File: src/rtl/cifra_bloco_iterativa.sv
// -----------------------------------------------------------------------------
// cifra_bloco_iterativa
// Iterative AES encryption core (AES-128/192/256 selected by NK). One full
// round is applied per clock to a single 128-bit state register; the round key
// is taken from a flat expanded-key bus, and MixColumns is skipped in the last
// round.
//
// Ports:
//   clk             rising-edge clock
//   rst             asynchronous, active-high reset
//   entrada_valida  bloco_entrada is valid
//   entrada_pronta  core can accept a block this cycle
//   bloco_entrada   plaintext, byte 0 at [127:120], s[r][c] = byte 4c+r
//   chaveExpandida  round key k at [LARGURA_CHAVE-1-128k -: 128]
//   saida_valida    bloco_saida holds a finished ciphertext
//   saida_pronta    consumer accepts bloco_saida
//   bloco_saida     ciphertext, same byte order as the input
//   ocupado         high while a block is in flight or waiting to be taken
//   rodada_atual    current round counter (debug)
// -----------------------------------------------------------------------------
module cifra_bloco_iterativa #(
    parameter  int NK            = 4,
    localparam int NR            = NK + 6,
    localparam int LARGURA_CHAVE = 128 * (NR + 1)
) (
    input  logic                     clk,
    input  logic                     rst,
    input  logic                     entrada_valida,
    output logic                     entrada_pronta,
    input  logic [127:0]             bloco_entrada,
    input  logic [LARGURA_CHAVE-1:0] chaveExpandida,
    output logic                     saida_valida,
    input  logic                     saida_pronta,
    output logic [127:0]             bloco_saida,
    output logic                     ocupado,
    output logic [3:0]               rodada_atual
);

    if (!(NK == 4 || NK == 6 || NK == 8)) begin : g_nk_invalido
        $error("cifra_bloco_iterativa: NK must be 4, 6 or 8");
    end

    localparam logic [3:0] NR_W = 4'(NR);

    localparam logic [2047:0] SBOX = {
        128'h637c777bf26b6fc53001672bfed7ab76, 128'hca82c97dfa5947f0add4a2af9ca472c0,
        128'hb7fd9326363ff7cc34a5e5f171d83115, 128'h04c723c31896059a071280e2eb27b275,
        128'h09832c1a1b6e5aa0523bd6b329e32f84, 128'h53d100ed20fcb15b6acbbe394a4c58cf,
        128'hd0efaafb434d338545f9027f503c9fa8, 128'h51a3408f929d38f5bcb6da2110fff3d2,
        128'hcd0c13ec5f974417c4a77e3d645d1973, 128'h60814fdc222a908846eeb814de5e0bdb,
        128'he0323a0a4906245cc2d3ac629195e479, 128'he7c8376d8dd54ea96c56f4ea657aae08,
        128'hba78252e1ca6b4c6e8dd741f4bbd8b8a, 128'h703eb5664803f60e613557b986c11d9e,
        128'he1f8981169d98e949b1e87e9ce5528df, 128'h8ca1890dbfe6426841992d0fb054bb16
    };

    typedef enum logic [1:0] {OCIOSO, RODADA, PRONTO} estado_t;

    function automatic logic [7:0] sbox(input logic [7:0] b);
        int idx;
        idx = 2047 - 8 * int'(b);
        return SBOX[idx -: 8];
    endfunction

    function automatic logic [7:0] xtime(input logic [7:0] b);
        return {b[6:0], 1'b0} ^ (b[7] ? 8'h1b : 8'h00);
    endfunction

    function automatic logic [127:0] substituiBytes(input logic [127:0] s);
        logic [127:0] o;
        for (int i = 0; i < 16; i++) o[127-8*i -: 8] = sbox(s[127-8*i -: 8]);
        return o;
    endfunction

    // Row r rotates left by r: s'[r][c] = s[r][(c+r) mod 4].
    function automatic logic [127:0] rotacionaLinhas(input logic [127:0] s);
        logic [127:0] o;
        for (int c = 0; c < 4; c++)
            for (int r = 0; r < 4; r++)
                o[127-8*(4*c+r) -: 8] = s[127-8*(4*((c+r)%4)+r) -: 8];
        return o;
    endfunction

    function automatic logic [127:0] multiplicaColunas(input logic [127:0] s);
        logic [127:0] o;
        logic [7:0]   a0, a1, a2, a3;
        for (int c = 0; c < 4; c++) begin
            a0 = s[127-32*c -: 8];
            a1 = s[119-32*c -: 8];
            a2 = s[111-32*c -: 8];
            a3 = s[103-32*c -: 8];
            o[127-32*c -: 8] = xtime(a0) ^ xtime(a1) ^ a1 ^ a2 ^ a3;
            o[119-32*c -: 8] = a0 ^ xtime(a1) ^ xtime(a2) ^ a2 ^ a3;
            o[111-32*c -: 8] = a0 ^ a1 ^ xtime(a2) ^ xtime(a3) ^ a3;
            o[103-32*c -: 8] = xtime(a0) ^ a0 ^ a1 ^ a2 ^ xtime(a3);
        end
        return o;
    endfunction

    estado_t      estado_q;
    logic [127:0] estado_bloco_q;
    logic [3:0]   rodada_q;
    logic         saida_valida_q;
    logic         ocupado_q;

    logic [127:0] chave_rodada;
    logic [127:0] chave_zero;
    logic [127:0] deslocado;
    logic [127:0] estado_bloco_d;
    logic         ultima_rodada;
    logic         aceita;

    // Round-key mux; indices above NR fall through to zero.
    always_comb begin
        chave_rodada = '0;
        for (int k = 0; k <= NR; k++)
            if (rodada_q == 4'(k)) chave_rodada = chaveExpandida[LARGURA_CHAVE-1-128*k -: 128];
    end

    assign chave_zero    = chaveExpandida[LARGURA_CHAVE-1 -: 128];
    assign ultima_rodada = (rodada_q == NR_W);
    assign deslocado     = rotacionaLinhas(substituiBytes(estado_bloco_q));

    always_comb begin
        estado_bloco_d = (ultima_rodada ? deslocado : multiplicaColunas(deslocado)) ^ chave_rodada;
    end

    // Ready also while PRONTO is being drained, so blocks can run back-to-back.
    assign entrada_pronta = (estado_q == OCIOSO) || (estado_q == PRONTO && saida_pronta);
    assign aceita         = entrada_valida && entrada_pronta;

    always_ff @(posedge clk or posedge rst) begin
        if (rst) begin
            estado_q       <= OCIOSO;
            estado_bloco_q <= '0;
            rodada_q       <= '0;
            saida_valida_q <= 1'b0;
            ocupado_q      <= 1'b0;
        end else begin
            case (estado_q)
                OCIOSO: begin
                    if (aceita) begin
                        estado_bloco_q <= bloco_entrada ^ chave_zero;
                        rodada_q       <= 4'd1;
                        ocupado_q      <= 1'b1;
                        estado_q       <= RODADA;
                    end
                end
                RODADA: begin
                    estado_bloco_q <= estado_bloco_d;
                    if (ultima_rodada) begin
                        saida_valida_q <= 1'b1;
                        estado_q       <= PRONTO;
                    end else begin
                        rodada_q <= rodada_q + 4'd1;
                    end
                end
                PRONTO: begin
                    if (saida_pronta) begin
                        saida_valida_q <= 1'b0;
                        if (entrada_valida) begin
                            estado_bloco_q <= bloco_entrada ^ chave_zero;
                            rodada_q       <= 4'd1;
                            estado_q       <= RODADA;
                        end else begin
                            rodada_q  <= 4'd0;
                            ocupado_q <= 1'b0;
                            estado_q  <= OCIOSO;
                        end
                    end
                end
                default: estado_q <= OCIOSO;
            endcase
        end
    end

    assign saida_valida = saida_valida_q;
    assign bloco_saida  = estado_bloco_q;
    assign ocupado      = ocupado_q;
    assign rodada_atual = rodada_q;

endmodule

File: config.mk
export PLATFORM = sky130hd
export DESIGN_NAME = cifra_bloco_iterativa
export DESIGN_NICKNAME = d
export VERILOG_FILES = /design/src/rtl/cifra_bloco_iterativa.sv
export SDC_FILE = /design/constraint.sdc
export NUM_CORES = 2
export LEC_CHECK = 0
export CAP_MARGIN = 20
export CORE_AREA = 4 4 656 658
export CTS_BUF_LIST = sky130_fd_sc_hd__clkbuf_16
export CTS_CLUSTER_SIZE = 24
export DETAILED_ROUTE_END_ITERATION = 12
export DIE_AREA = 0 0 660 662
export PLACE_DENSITY_LB_ADDON = 0.15
export SETUP_SLACK_MARGIN = 0.5
export SYNTH_ARGS = -nofsm -noshare
export SYNTH_HDL_FRONTEND = slang
export SYNTH_SLANG_ARGS = --single-unit
File: constraint.sdc
create_clock -name clk -period 4.8 [get_ports clk]
set_input_delay 0.96 -clock clk [delete_from_list [all_inputs] [get_ports clk]]
set_output_delay 0.96 -clock clk [all_outputs]
set_load 0.03 [all_outputs]
==> results by group <==
Status
  – Status: finished, final reports clean

Worst setup path
  – R2R cell count: 14
  – CP Launch Type: flop
  – Critical Path, Cell by Cell: buf_4 > ha_4 > nor3b_4 > buf_4 > buf_12 > buf_4 > nor3_1 > a221oi_2 > a211oi_1 > a211oi_1 > o21ai_1 > xor2_1 > o221ai_1 > a22oi_1
  – Crit path capture type: flop
  – Worst reg-to-reg setup slack: 0.37 ns
  – FF-to-FF End: bloco_saida[68]$_DFFE_PP0P_
  – Worst path required time: 5.31 ns
  – Setup Crit Path Kind: reg -> reg
  – Largest stage delay, worst path: 0.78 ns
  – Most frequent cell on the critical path: buf_4
  – Max FO, Critical Path: 51
  – R2R Path Start: rodada_atual[0]$_DFFE_PP0P_
  – WP data arrival: 4.94 ns
  – Slowest cell on crit path: nor3_1

Logic synthesis
  – Post-synthesis cell type count: 112
  – Dominant cell type by area after synthesis: a21oi_1
  – Post-synth EDFFs: 0
  – Commonest cells post-synth: 1071 x a21oi_1, 1043 x o21ai_0, 919 x nor2_1, 916 x clkbuf_1, 902 x nand2_1
  – Mapped Nets: 13600
  – Mapped Cells: 11800
  – Largest cells by area after synthesis: a21oi_1 6.8%, o21ai_0 6.7%, mux4_2 5.6%
  – Seq/Total Area, Yosys: 0.0434
  – Post-synth top area share: 0.0684
  – FFs w/ async S/R, synth: 1.00
  – Most instantiated library cell after synthesis: a21oi_1
  – Top_reg_cell synth: dfrtp_1
  – Synth Cell Area: 78400 µm²
  – Yosys Warn Count: 0
  – Flops & latches, synth: 136
  – Synthesized area per cell: 6.62 µm²

Timing
  – Final Hold Vio Count: 0
  – Setup_tns: 0 ns
  – Max Clock Skew: 0.0332 ns
  – Final period util: 0.922
  – Hold slack: 0.564 ns
  – Max-slew violation count: 0
  – Min cycle time layout: 4.43 ns
  – RSZ-0062 raised after global routing: yes
  – Setup violators final: 0
  – Fmax: 226 MHz
  – Slew HR: 0.148
  – Least-Margin Pin Slew: 1.26 ns

Layout
  – Fin cells: 19900
  – Syn-to-layout area delta: 50.2%
  – Layout cell share with drive strength beyond 1: 0.211
  – Nets: 15900

CTS
  – Clock-pin slew on the worst setup and hold paths: 0.10 ns
  – TritonCTS clock tree: built
  – Clock root buffer: clkbuf_16
  – Skew-Pair Late Insertion Delay: 0.60 ns
  – Inserted Clock Buffers: 17
  – Sink Count: 136
  – H-tree depth: 4
  – # hold bufs at CTS: 0
  – Longest Clk Path Bufs: 2

Floorplanning
  – Site Rows: 239
  – Die X: 660 µm
  – Die area: 437000 µm²
  – Core area: 424000 µm²
  – Top-level port count: 1675
  – Initial core utilization: 0.185
  – DIE HEIGHT: 662 µm

Placement
  – Post-DP HPWL: 785 mm
  – Dpl cells: 19600
  – I/O Buffers: 1674
  – RD Place Congestion: 1.05

Route
  – Detailed Route WL: 951 mm
  – Pre-Repair DR Iteration Count: 9
  – # DRC: 0
  – Vias: 123000
  – Vias per std cell: 6.16
  – Remaining antenna violation count: 0
  – Iteration-0 DRC Markers: 19100
  – Wire length per cell: 47.7 µm

GRT
  – Largest net degree at the start of global routing: 143
  – Number of global-route vias before repair: 114000
  – Gr ovfl total: 0
  – Initial antenna violation count: 326
  – First-pass GRT wire length: 1210 mm
  – Total Routing Usage GR: 0.411

Flow run
  – Total of max-cap violations: 0

Worst hold path
  – Worst Hold Launch: bloco_saida[7]$_DFFE_PP0P_
  – Hold depth: 2
  – Hold Path End: bloco_saida[7]$_DFFE_PP0P_
  – Min-Delay Path Class: reg -> reg
## sequential cells by signal, indices dropped and copies added (netlist names)
signal and flops:
rodada_atual 4, bloco_saida 128, saida_valida 1, estado_q 2, ocupado 1
## repair_timing
| action | 4_1_cts | 5_1_grt |
|---|---|---|
| pin swaps | 35 | 57 |
| endpoints found under the setup margin | 96 | 102 |
| resized for setup | 273 | 289 |
| cloned | 2 | 2 |
| setup buffers | 41 | 54 |
| hold endpoints to repair | 0 | 0 |
## layer usage
metal	GRT usage	wire length (µm)	up-vias
met2	0.591	389000	9047
met3	0.147	112000	1787
met1	0.520	379000	61900
met4	0.257	70500	214
met5	0	1420	-
li1	-	-	49900
## cell usage in the layout, fill, tap and decap left out, drive strengths merged, types with 66 or more instances in the layout
| master | count |
|---|---|
| diode | 190 |
| nand3 | 363 |
| xor2 | 280 |
| o22ai | 181 |
| a211oi | 232 |
| a311oi | 180 |
| a21oi | 1073 |
| clkdlybuf4s50 | 1673 |
| dfrtp | 136 |
| nand2b | 347 |
| nor2 | 920 |
| mux4 | 194 |
| a31oi | 228 |
| a221oi | 324 |
| o21ai | 1058 |
| xnor2 | 462 |
| a221o | 71 |
| and2 | 103 |
| o311ai | 188 |
| o31ai | 126 |
| ha | 235 |
| or3 | 66 |
| or2 | 104 |
| nand2 | 902 |
| buf | 1973 |
| nor3 | 397 |
| nor2b | 361 |
| inv | 151 |
| o221ai | 185 |
| a22oi | 110 |
| mux2i | 98 |
| a211o | 72 |
| o211ai | 242 |
## how the worst max path moves through the flow
stage / start / endpoint / slack, ns / depth (start not counted)
final: rodada_atual[0]$_DFFE_PP0P_ / bloco_saida[68]$_DFFE_PP0P_ / 0.37 / 14
after global placement: chaveExpandida[1356] / bloco_saida[76]$_DFFE_PP0P_ / -0.70 / 17
after CTS: rodada_atual[1]$_DFFE_PP0P_ / bloco_saida[20]$_DFFE_PP0P_ / 0.33 / 17
after floorplan: bloco_saida[112]$_DFFE_PP0P_ / bloco_saida[16]$_DFFE_PP0P_ / 0.51 / 14
after detailed placement: chaveExpandida[1356] / bloco_saida[76]$_DFFE_PP0P_ / -0.62 / 17
after global routing: rodada_atual[2]$_DFFE_PP0P_ / bloco_saida[20]$_DFFE_PP0P_ / 0.44 / 12
## critical path, delay by kind of cell, from the launching register on
| kind | cells | cell delay, ns |
|---|---|---|
| simple gates | 2 | 0.95 |
| fa+ha+maj | 1 | 0.22 |
| flops | 1 | 0.38 |
| buf+inv | 4 | 0.90 |
| xor+xnor | 1 | 0.33 |
| compound gates | 6 | 1.30 |
## final cells by class
| class | count | area (µm²) |
|---|---|---|
| Timing Repair Buffer | 3654 | 34300 |
| Clock inverter | 15 | 130 |
| Fill cell | 47200 | 306000 |
| Tap cell | 5663 | 7090 |
| Clock buffer | 17 | 425 |
| Sequential cell | 136 | 3550 |
| Inverter | 191 | 756 |
| Multi-Input combinational cell | 10100 | 71000 |
| Antenna cell | 190 | 475 |
## per-stage QoR
| step | util | worst slack [ns] | instance area [µm²] |
|---|---|---|---|
| 2_1_floorplan | - | 0.510 | 78400 |
| 3_3_place_gp | 0.267 | -0.703 | 113000 |
| 3_5_place_dp | 0.267 | -0.619 | 113000 |
| 4_1_cts | 0.272 | 0.332 | 115000 |
| 5_1_grt | 0.277 | 0.435 | 117000 |
| 6_report | 0.278 | 0.375 | 118000 |
## logic make-up (layout without fill, tap and decap cells)
group	after synthesis	after routing	synth area share
other	0	190	0
adders and majority gates	239	239	0.0380
AOI/OAI and AO/OA	4886	4886	0.424
muxes	330	330	0.0737
xor gates and xnor gates	782	782	0.0951
and+or+nand+nor	3842	3842	0.240
buffers and inverters	1618	3877	0.0860
DFF	136	136	0.0434
Power is left out: the tool's default activity adds up to more than one toggle a clock period on the data nets, which glitch-free logic cannot reach.
